**src/rtl/flexible_clock_divider.sv**
```systemverilog
// Divides basys_clock by 2*(m+1): clk_out toggles each time the counter reaches m.
// Define FCD_TICK_EN to add a registered one-cycle strobe on every clk_out rising transition.
module flexible_clock_divider #(
  parameter int unsigned WIDTH = 32
) (
  input  logic             basys_clock,
  input  logic             rst_n,
  input  logic [WIDTH-1:0] m,
`ifdef FCD_TICK_EN
  output logic             tick,
`endif
  output logic             clk_out
);

  logic [WIDTH-1:0] count_q, count_d;
  logic             clk_out_q, clk_out_d;
  logic             wrap;

  // >= rather than == so a lowered m wraps immediately and all-ones never overflows.
  always_comb begin
    wrap      = (count_q >= m);
    count_d   = wrap ? '0 : count_q + WIDTH'(1);
    clk_out_d = wrap ? ~clk_out_q : clk_out_q;
  end

  always_ff @(posedge basys_clock or negedge rst_n) begin
    if (!rst_n) begin
      count_q   <= '0;
      clk_out_q <= 1'b0;
    end else begin
      count_q   <= count_d;
      clk_out_q <= clk_out_d;
    end
  end

  assign clk_out = clk_out_q;

`ifdef FCD_TICK_EN
  logic tick_q, tick_d;

  always_comb begin
    tick_d = wrap & ~clk_out_q;
  end

  always_ff @(posedge basys_clock or negedge rst_n) begin
    if (!rst_n) begin
      tick_q <= 1'b0;
    end else begin
      tick_q <= tick_d;
    end
  end

  assign tick = tick_q;
`endif

endmodule

```
**config.mk**
```make
export PLATFORM = sky130hd
export DESIGN_NAME = flexible_clock_divider
export DESIGN_NICKNAME = d
export VERILOG_FILES = /design/src/rtl/flexible_clock_divider.sv
export SDC_FILE = /design/constraint.sdc
export NUM_CORES = 1
export LEC_CHECK = 0
export ABC_AREA = 1
export ABC_CLOCK_PERIOD_IN_PS = 1510
export CAP_MARGIN = 15
export CORE_ASPECT_RATIO = 1.1
export CORE_UTILIZATION = 40
export CTS_BUF_LIST = sky130_fd_sc_hd__clkbuf_2 sky130_fd_sc_hd__clkbuf_4 sky130_fd_sc_hd__clkbuf_8
export CTS_CLUSTER_SIZE = 30
export DETAILED_ROUTE_END_ITERATION = 8
export PLACE_DENSITY = 0.6
export SLEW_MARGIN = 10
export SYNTH_ARGS = -nofsm -noshare
export SYNTH_HDL_FRONTEND = slang
export SYNTH_SLANG_ARGS = --single-unit
```
**constraint.sdc**
```tcl
create_clock -name basys_clock -period 1.51 [get_ports basys_clock]
set_input_delay 0.302 -clock basys_clock [delete_from_list [all_inputs] [get_ports basys_clock]]
set_output_delay 0.302 -clock basys_clock [all_outputs]
set_load 0.005 [all_outputs]
```
==> summary.txt <==
Status - finished with violations
Failing checks - negative setup slack
Relative slew margins - 78.0%
Synth-to-layout area growth - 46.7%
Total of max-cap violations - 0
Static leakage - 0.00188 µW
NumNets Final - 528
Setup TNS - -9.79 ns
Crit path launch - m[20]
Worst-Margin Slew - 0.328 ns
Worst-case reg-to-reg path depth - 12
Syn Inst Count - 371
Setup WS pre-CTS - -0.637 ns
Core Area - 6560 µm²
DIE WIDTH - 80.3 µm
Gpl congestion - 0.908
Port Buffer Count - 34
Metal-1 WL - 2.81 mm
CTS tree - done
Final period util - 121%
Slowest stage delay, CP - 0.45 ns
CTS sink cnt - 33
Hold Buf Count CTS - 0
Synth top area share - 30.6%
Largest net degree at the start of global routing - 34
Die ar. - 7070 µm²
DPL Wire Length - 5.11 mm
Placed cell areas - 3500 µm²
Routed vias - 2594
Vias in the first global route - 2532
Commonest cells in the synthesized netlist - nand2_1, nor2_1, inv_1, dfrtp_1, ha_1
Top cell type by total area after synthesis - dfrtp_1
Fin worst setup slack - -0.320 ns
Initial antenna violation count - 0
H-tree Lvls - 2
Slew Limit Fails - 0
Reg-to-reg endpoint - count_q[4]
CP top delay family - simple AND/OR/NAND/NOR gates
Initial Util - 41.1%
Post-Syn Area - 2700 µm²
Drt initial violations - 117
Layout cells sized above 1 - 28.0%
Power Dens Cells - 448 nW/µm²
Synthesized Nets - 438
Largest cells by area after synthesis - dfrtp_1, ha_1, nand2_1
Fin. Hold Viols - 0
Worst EP arrival - 2.01 ns
Max Buffers Root-to-Sink - 2
Crit end category - flip-flop
Worst min path class - in -> async
Hold WS - 0.384 ns
Tmin final - 1.83 ns
Sequential share of the synthesized area - 30.6%
R2r setup slk - -0.31 ns
CP Launch Type - input port
Drt pass-1 iters - 4
Worst path bufs/invs - 3
FP Rows - 31
ANT cells - 0
Most common cell in the netlist - nand2_1
EDFF count, synth - 0
Grt total ovfl - 0
First-pass GRT wire length - 10.9 mm
Top Ports - 35
CP max FO - 6
F_max - 0.546 GHz
Ys async rst share - 100%
Remaining DRCs - 0
Top sig layer - met4
RSZ-0062 raised after global routing - true
Drt wl/cell - 12.4 µm
Core Util, Final - 60.4%
Critical Path RT - 1.69 ns
WL met3 - 194 µm
CTS clk-pin slew, worst paths - 0.07 ns
CP max stage cell - clkdlybuf4s50_1
Synth unique cells - 24
Clock skew - 0.00549 ns
Critical R2R Launch - count_q[0]
Worst ir drop on vdd - 0.272 mV
Ys Warns - 0
Crit Path Category - in -> reg
Final Cell Area - 3960 µm²
Worst skew pair latency - 0.29 ns
Root buf cell - clkbuf_8
Post-Route WL - 6.75 mm
Vias per cell - 4.78
Met2 wire length - 3.59 mm
Synth Flop Type - dfrtp_1
Num CTS Buffers - 5
Die height - 88.1 µm
Final setup viols - 33
Gr usage total - 20.2%
CP cell instances - clkdlybuf4s50_1, inv_1, ha_1, nand2_2, nor2_4, nand4_1, nor2_2, nand2_2, nand2_8, clkbuf_16, nor2_4
Final ANT Viol Nets - 0
Avg Cell Area, Syn - 7.27 µm²
Seq cells post-synth - 33
==> logic make-up (layout without fill, tap and decap cells) <==
family | Yosys count | after routing | share of synthesized area, %
adders and majority gates | 33 | 33 | 15.3
AOI/OAI and AO/OA | 24 | 24 | 4.73
xor gates and xnor gates | 25 | 25 | 8.12
DFF | 33 | 33 | 30.6
buffers and inverters | 64 | 154 | 9.33
and+or+nand+nor | 192 | 192 | 31.9
==> sequential cells by signal, indices dropped and copies added, names as in the netlist <==
signal   flops
clk_out      1
count_q     32
==> layout by cell type, fill, tap and decap left out, types with 6 or more instances in the layout <==
cell type / instances
nand4_1: 7
ha_1: 29
nor2_4: 21
nand2_2: 10
nor2_2: 13
nand2_1: 80
buf_4: 46
clkbuf_8: 6
nor2_1: 33
a21oi_1: 13
xnor2_1: 10
nand3_1: 6
xor2_1: 15
clkdlybuf4s50_1: 15
nor3_1: 8
inv_2: 7
nor3_2: 7
inv_1: 54
dfrtp_1: 32
dlygate4sd2_1: 18
==> final cells by class <==
class | count | area (µm²)
repair buffers | 86 | 806
flip-flops and latches | 33 | 827
inverters | 61 | 229
well taps | 82 | 103
clock buffers | 7 | 90.1
multi-input cells | 274 | 1900
fillers | 601 | 2600
==> worst max path at each step <==
stage,depth (start not counted),slack [ns],endpoint
4_1_cts,13,-0.27,count_q[3]
3_5_place_dp,15,-0.64,count_q[21]
5_1_grt,11,-0.45,count_q[4]
2_1_floorplan,13,-0.07,count_q[17]
3_3_place_gp,15,-0.62,count_q[15]
6_report,11,-0.32,count_q[4]
==> per-layer routing <==
layer / track usage (%) / vias to the layer above
li1: - / 1342
met1: 22.6 / 1192
met2: 37.6 / 45
met3: 3.13 / 15
met4: 8.77 / 0
met5: 0 / -
==> power breakdown <==
part           switching, µW  internal (µW)
sequential              1.11            886
combinational           88.0            107
clock                    312            379
==> worst register-to-register path: cells and delay by family, from the launching register on <==
kind	cells	cell delay [ns]
AND/OR/NAND/NOR	9	0.77
buffers and inverters	2	0.24
adder cells (fa/ha/maj)	1	0.26
flip-flops	1	0.43
==> repair_timing <==
item / 4_1_cts / 5_1_grt
resized for setup: 47 / 50
cloned: 2 / 1
pin swaps: 3 / 9
setup endpoints to repair: 33 / 34
setup buffers: 0 / 3
endpoints found under the hold margin: 0 / 0
==> stage by stage <==
stage / power, µW / cells
final: 1770 / 543
after global routing: 1850 / 543
after CTS: 1790 / 539
after detailed placement: 1100 / 530
after global placement: 1090 / 530
after floorplan: 972 / 371
(Power assumes the default switching activity.)
